===== config.mk =====
export PLATFORM = sky130hd
export DESIGN_NAME = reg_file_sb
export DESIGN_NICKNAME = d
export VERILOG_FILES = /design/src/rtl/rf_pkg.sv /design/src/rtl/rf_scoreboard.sv /design/src/rtl/reg_file_sb.sv
export SDC_FILE = /design/constraint.sdc
export NUM_CORES = 2
export LEC_CHECK = 0
export BUFFER_PORTS_ARGS = -buffer_cell sky130_fd_sc_hd__buf_2
export CAP_MARGIN = 20
export CORE_ASPECT_RATIO = 0.6
export CORE_MARGIN = 4
export CORE_UTILIZATION = 50
export DETAILED_ROUTE_END_ITERATION = 7
export GPL_ROUTABILITY_DRIVEN = 0
export GPL_TIMING_DRIVEN = 1
export PLACE_DENSITY = 0.71
export RECOVER_POWER = 100
export SKIP_CTS_REPAIR_TIMING = 1
export SYNTH_ARGS = -nofsm -noshare
export SYNTH_HDL_FRONTEND = slang
export SYNTH_HIERARCHICAL = 1
export SYNTH_SLANG_ARGS = --single-unit
export TNS_END_PERCENT = 1

===== constraint.sdc =====
create_clock -name clk -period 6.8 [get_ports clk]
set_input_delay 0.34 -clock clk [delete_from_list [all_inputs] [get_ports clk]]
set_output_delay 0.34 -clock clk [all_outputs]
set_load 0.02 [all_outputs]

===== src/rtl/rf_pkg.sv =====
// Shared constants and types for the parametrised integer register file
// and its busy scoreboard.
package rf_pkg;

   localparam int XLEN_DEFAULT  = 32;
   localparam int NREGS_DEFAULT = 32;
   localparam int ZERO_REG      = 0;

   typedef logic [$clog2(NREGS_DEFAULT)-1:0] reg_idx_t;
   typedef logic [XLEN_DEFAULT-1:0]          xword_t;

endpackage


===== src/rtl/rf_scoreboard.sv =====
// Per-register pending-write flags for the ID hazard unit: set on issue,
// cleared on writeback, with a running count of busy registers.
module rf_scoreboard
   import rf_pkg::*;
#(
   parameter  int NREGS  = NREGS_DEFAULT,
   parameter  bit BYPASS = 1'b1,
   localparam int AW     = $clog2(NREGS)
) (
   input  logic          clk,
   input  logic          rst_n,
   input  logic [AW-1:0] rs1,
   input  logic [AW-1:0] rs2,
   output logic          rs1_busy,
   output logic          rs2_busy,
   input  logic          regwrite,
   input  logic [AW-1:0] rd,
   input  logic          alloc_en,
   input  logic [AW-1:0] alloc_rd,
   output logic [AW:0]   busy_cnt
);

   logic [NREGS-1:0] busy;
   logic [NREGS-1:0] busy_next;
   logic             set_new;
   logic             clr_old;

   // NOTE: blocking assignments in always_comb; the later alloc write
   // overriding the earlier writeback clear is what gives set-over-clear.
   always_comb begin
      busy_next = busy;
      if (regwrite) busy_next[rd] = 1'b0;
      if (alloc_en) busy_next[alloc_rd] = 1'b1;
      busy_next[ZERO_REG] = 1'b0;
   end

   // Count deltas only where a bit actually flips, so the count tracks popcount.
   assign set_new = alloc_en && (alloc_rd != AW'(ZERO_REG)) && !busy[alloc_rd];
   assign clr_old = regwrite && (rd != AW'(ZERO_REG)) && busy[rd]
                    && !(alloc_en && (alloc_rd == rd));

   // NOTE: non-blocking assignments for all sequential state.
   always_ff @(posedge clk or negedge rst_n) begin
      if (!rst_n) begin
         busy     <= '0;
         busy_cnt <= '0;
      end else begin
         busy     <= busy_next;
         busy_cnt <= busy_cnt + (AW+1)'(set_new) - (AW+1)'(clr_old);
      end
   end

   generate
      if (BYPASS) begin : g_bypass
         assign rs1_busy = busy[rs1] & ~(regwrite && (rd == rs1));
         assign rs2_busy = busy[rs2] & ~(regwrite && (rd == rs2));
      end else begin : g_no_bypass
         assign rs1_busy = busy[rs1];
         assign rs2_busy = busy[rs2];
      end
   endgenerate

endmodule


===== src/rtl/reg_file_sb.sv =====
// Integer register file: two combinational read ports, one synchronous write
// port, optional write-to-read bypass and an integrated busy scoreboard.
module reg_file_sb
   import rf_pkg::*;
#(
   parameter  int XLEN   = XLEN_DEFAULT,
   parameter  int NREGS  = NREGS_DEFAULT,
   parameter  bit BYPASS = 1'b1,
   localparam int AW     = $clog2(NREGS)
) (
   input  logic            clk,
   input  logic            rst_n,
   input  logic [AW-1:0]   rs1,
   input  logic [AW-1:0]   rs2,
   output logic [XLEN-1:0] rd1,
   output logic [XLEN-1:0] rd2,
   output logic            rs1_busy,
   output logic            rs2_busy,
   input  logic            regwrite,
   input  logic [AW-1:0]   rd,
   input  logic [XLEN-1:0] wd,
   input  logic            alloc_en,
   input  logic [AW-1:0]   alloc_rd,
   output logic [AW:0]     busy_cnt
);

   logic [XLEN-1:0] regs [NREGS];
   logic            wr_en;

   assign wr_en = regwrite && (rd != AW'(ZERO_REG));

   // NOTE: the array lives in flops with an async clear because reset must
   // zero every register; entry 0 is never written and so stays zero.
   always_ff @(posedge clk or negedge rst_n) begin
      if (!rst_n) begin
         for (int i = 0; i < NREGS; i++) regs[i] <= '0;
      end else if (wr_en) begin
         regs[rd] <= wd;
      end
   end

   always_comb begin
      rd1 = regs[rs1];
      rd2 = regs[rs2];
      if (BYPASS && wr_en && (rd == rs1)) rd1 = wd;
      if (BYPASS && wr_en && (rd == rs2)) rd2 = wd;
   end

   rf_scoreboard #(
      .NREGS  (NREGS),
      .BYPASS (BYPASS)
   ) u_scoreboard (
      .clk      (clk),
      .rst_n    (rst_n),
      .rs1      (rs1),
      .rs2      (rs2),
      .rs1_busy (rs1_busy),
      .rs2_busy (rs2_busy),
      .regwrite (regwrite),
      .rd       (rd),
      .alloc_en (alloc_en),
      .alloc_rd (alloc_rd),
      .busy_cnt (busy_cnt)
   );

endmodule


==> impl_metrics.ini <==
[final_layout]
filler_cell_count = 8900
syn2layout_area_growth_pct = 8.11
finalNetCount = 3699
layout-drive-gt1-share_pct = 49.2
final_cell_area_um2 = 61000

[clocking]
clock_sinks = 1061
clk_pin_slew_ns = 0.06
tritoncts = yes
worst_skew_pair.late_latency_ns = 0.71
cts_htree_levels = 3
cts-buffers-inserted = 99
clockRootBuffer = sky130_fd_sc_hd__clkbuf_16
max-clock-path-buffers = 3

[global_routing]
grt_pass1_wl_um = 255000
track_usage_pct = 29.1
grt_antenna_before_repair = 8
maximum_number_of_pins_on_one_net_before_global_route_repair = 176
grt_pass1_vias = 36700
grt.overflow.total = 0

[floorplanning]
dieArea_um2 = 119000
floorplan.core_area_um2 = 112000
i_o_pins = 128
floorplan.die.width_um = 442
initial_cell_density_of_the_core_pct = 50.4
dieHeight_um = 268
std_cell_rows = 95

[critical_path]
crit_fanout = 26
rr_worst_depth = 11
flop2flop_setup_slack_ns = 3.54
arrival_ns = 5.77
launch_instance_of_the_worst_register_to_register_path = u_scoreboard/busy[7]$_DFF_PN0_
timing.rr.end = u_scoreboard/busy_cnt[4]$_DFF_PN0_
critical_setup_path_kind = input pin to flop
worst-endpoint-required_ns = 7.37
crit_path_start_kind = input pin
setup.worst_path.end_class = flop

[detailed_routing]
dr.pass1.iters = 7
via_count = 36600
remaining_drc_errors = 0
drtAntennaViolNets = 0
routed_wl_um = 173000
detail_route.wl_per_cell_um = 33.1
vias_per_cell = 7.02
detail_route.iter0.violations = 4632

[sta]
actual_transition_at_the_worst_max_transition_pin_ns = 4.07
worst_clock_skew_ns = 0.0222
timing.max_slew.rel_slack_pct = -171
finalCritPeriodShare_pct = 76.4
finalHoldViolCount = 0
period_minus_slack_ns = 5.19
setup_viols_final = 0
timing.final.max_slew_violations = 1432
totalNegativeSetupSlack_ns = 0
grt_setup_unrepaired = false
max_clock_freq_ghz = 0.193

[pwr]
fin_total_pwr_mw = 18.3
power.share.switching_pct = 27.8
net-switching-power_mw = 5.09
power.share.clock_pct = 32.7
pwr_density_cell_nw_per_um2 = 301
cell_internal_pwr_mw = 13.2
seq_power_share_pct = 46.3
p_comb_share_pct = 21.0
static_leakage_nw = 25.6
ir_drop_v = 0.000228

[synthesis]
ys_types = 56
asyncSetResetFlopFracSynth_pct = 100
synth_seq_area_share_pct = 47.0
synthesis.yosys.warnings = 6
yosysTopAreaCell = sky130_fd_sc_hd__dfrtp_1
syn_avg_cell_area_um2 = 15.0
syn-num-nets = 3831
synth_top_flop_cell = sky130_fd_sc_hd__dfrtp_1
netlist_instances = 3768
netlist.area_leader.share_pct = 47.0
ys_seq_elements = 1061
syn_area_um2 = 56400
netlist_top_cells_area = sky130_fd_sc_hd__dfrtp_1, sky130_fd_sc_hd__mux4_2, sky130_fd_sc_hd__mux2_2
synth_enable_flop_cells = 0

[worst_hold_path]
holdPathEnd = u_scoreboard/busy[16]$_DFF_PN0_
whs_path_depth = 3
hold_class = input pin to flop
worst_hold_startpoint = alloc_rd[4]

[placed_design]
place_hpwl_um = 93900
buffer_ports.inserted = 127
area_after_dpl_um2 = 57900

[status]
result_of_the_run = complete, but fails checks
violations = max-capacitance violations, max-slew violations

[flow_run]
maxcap_viol_count = 42
==> layout by cell type (no fill, tap or decap), types with 12 or more instances in the layout <==
cell type | synthesis | routed
sky130_fd_sc_hd__mux2_2 | 996 | 995
sky130_fd_sc_hd__nand3b_1 | 17 | 17
sky130_fd_sc_hd__o21ai_0 | 111 | 117
sky130_fd_sc_hd__mux4_2 | 534 | 534
sky130_fd_sc_hd__nor2_1 | 26 | 16
sky130_fd_sc_hd__nand2_1 | 90 | 88
sky130_fd_sc_hd__xnor2_1 | 14 | 14
sky130_fd_sc_hd__mux2i_1 | 13 | 13
sky130_fd_sc_hd__or4_1 | 63 | 63
sky130_fd_sc_hd__clkbuf_8 | 0 | 21
sky130_fd_sc_hd__bufinv_16 | 0 | 12
sky130_fd_sc_hd__inv_1 | 18 | 18
sky130_fd_sc_hd__clkinv_2 | 0 | 16
sky130_fd_sc_hd__xor2_1 | 15 | 15
sky130_fd_sc_hd__o22ai_1 | 252 | 252
sky130_fd_sc_hd__clkbuf_1 | 226 | 104
sky130_fd_sc_hd__buf_4 | 31 | 31
sky130_fd_sc_hd__dfrtp_1 | 1061 | 1061
sky130_fd_sc_hd__buf_2 | 90 | 53
sky130_fd_sc_hd__clkbuf_16 | 0 | 103
==> worst max-delay path, stage by stage <==
cell	delay, ns
sky130_fd_sc_hd__clkbuf_1	0.56
sky130_fd_sc_hd__or3b_2	0.78
sky130_fd_sc_hd__nor2_1	2.20
sky130_fd_sc_hd__clkbuf_1	1.37
sky130_fd_sc_hd__mux2_2	0.44
==> power groups by stage <==
stage / sequential (mW) / combinational (mW) / clock (mW)
after floorplan: 8.22 / 3.01 / 0
after global placement: 8.45 / 3.76 / 0
after detailed placement: 8.53 / 3.86 / 0
after CTS: 8.43 / 3.87 / 6.07
after global routing: 8.62 / 4.13 / 6.32
final: 8.49 / 3.85 / 6.01
==> per-stage QoR <==
stage               hold slack (ns)  worst slack [ns]  utilization (%)  std cells
global route                 0.0949              1.49             54.5       5216
finish                       0.0948              1.61             54.5       5217
detailed placement            0.380              2.82             51.7       5034
global placement              0.377              2.76             51.7       5034
CTS                          -0.374              2.82             54.8       5209
floorplan                    0.0444              3.71                -       3768
==> cell usage after synthesis, types with 5 or more instances <==
cell,number
sky130_fd_sc_hd__xor2_1,15
sky130_fd_sc_hd__or3b_1,5
sky130_fd_sc_hd__buf_1,51
sky130_fd_sc_hd__o21ai_1,15
sky130_fd_sc_hd__mux4_2,534
sky130_fd_sc_hd__a221oi_1,6
sky130_fd_sc_hd__dfrtp_1,1061
sky130_fd_sc_hd__nor3b_1,8
sky130_fd_sc_hd__nand2b_1,5
sky130_fd_sc_hd__inv_1,18
sky130_fd_sc_hd__buf_2,90
sky130_fd_sc_hd__buf_6,31
sky130_fd_sc_hd__mux2_2,996
sky130_fd_sc_hd__or3_1,7
sky130_fd_sc_hd__clkbuf_1,226
sky130_fd_sc_hd__a21oi_1,6
sky130_fd_sc_hd__mux2i_1,13
sky130_fd_sc_hd__nor2b_1,8
sky130_fd_sc_hd__or4_1,63
sky130_fd_sc_hd__xnor2_1,14
sky130_fd_sc_hd__nand3b_1,17
sky130_fd_sc_hd__o22ai_1,252
sky130_fd_sc_hd__nand3_1,16
sky130_fd_sc_hd__nand2_1,90
sky130_fd_sc_hd__ha_1,6
sky130_fd_sc_hd__buf_4,31
sky130_fd_sc_hd__o21ai_0,111
sky130_fd_sc_hd__nor2_1,26
==> worst max-delay path by stage <==
stage                     slack [ns]  cells past startpoint   startpoint                                 end
after floorplan                 3.71                     12  alloc_rd[0]  u_scoreboard/busy_cnt[4]$_DFF_PN0_
after global placement          2.76                      7       rs2[1]                              rd2[1]
after detailed placement        2.82                      7       rs2[1]                              rd2[1]
after CTS                       2.82                      7       rs2[1]                              rd2[1]
after global routing            1.49                      4        rst_n               regs[818]$_DFFE_PN0P_
final                           1.61                      5        rd[0]               regs[224]$_DFFE_PN0P_
==> logic make-up after synthesis <==
family / count (synthesis) / share of synthesized area [%]
muxes: 1546 / 41.5
buffers and inverters: 447 / 3.79
DFF: 1061 / 47.0
AOI/OAI and AO/OA: 416 / 4.43
xor gates and xnor gates: 29 / 0.450
and+or+nand+nor: 262 / 2.60
adders and majority gates: 7 / 0.168
==> area by class of cell <==
class | count | area (µm²) | share of cell area (%)
Tap cell | 1503 | 1880 | 3.08
Timing Repair Buffer | 196 | 1150 | 1.89
Inverter | 18 | 67.6 | 0.111
Clock inverter | 37 | 538 | 0.882
Sequential cell | 1061 | 26600 | 43.5
Clock buffer | 138 | 2920 | 4.78
Antenna cell | 4 | 10.0 | 0.0164
Multi-Input combinational cell | 2260 | 27900 | 45.7
==> metal layers <==
| layer | share of wire (%) | routed length [µm] | GRT usage [%] |
|---|---|---|---|
| met2 | 43 | 74900 | 42.0 |
| met3 | 11 | 19400 | 8.42 |
| met4 | 3.6 | 6300 | 10.3 |
| met1 | 42 | 71800 | 42.3 |
| met5 | 0.071 | 122 | 0.619 |
==> state kept, by name, indices dropped and copies added (netlist names) <==
register / cells
regs: 1024
u_scoreboard/busy: 31
u_scoreboard/busy_cnt: 6
Note: power is estimated with default switching activity, not from simulation.
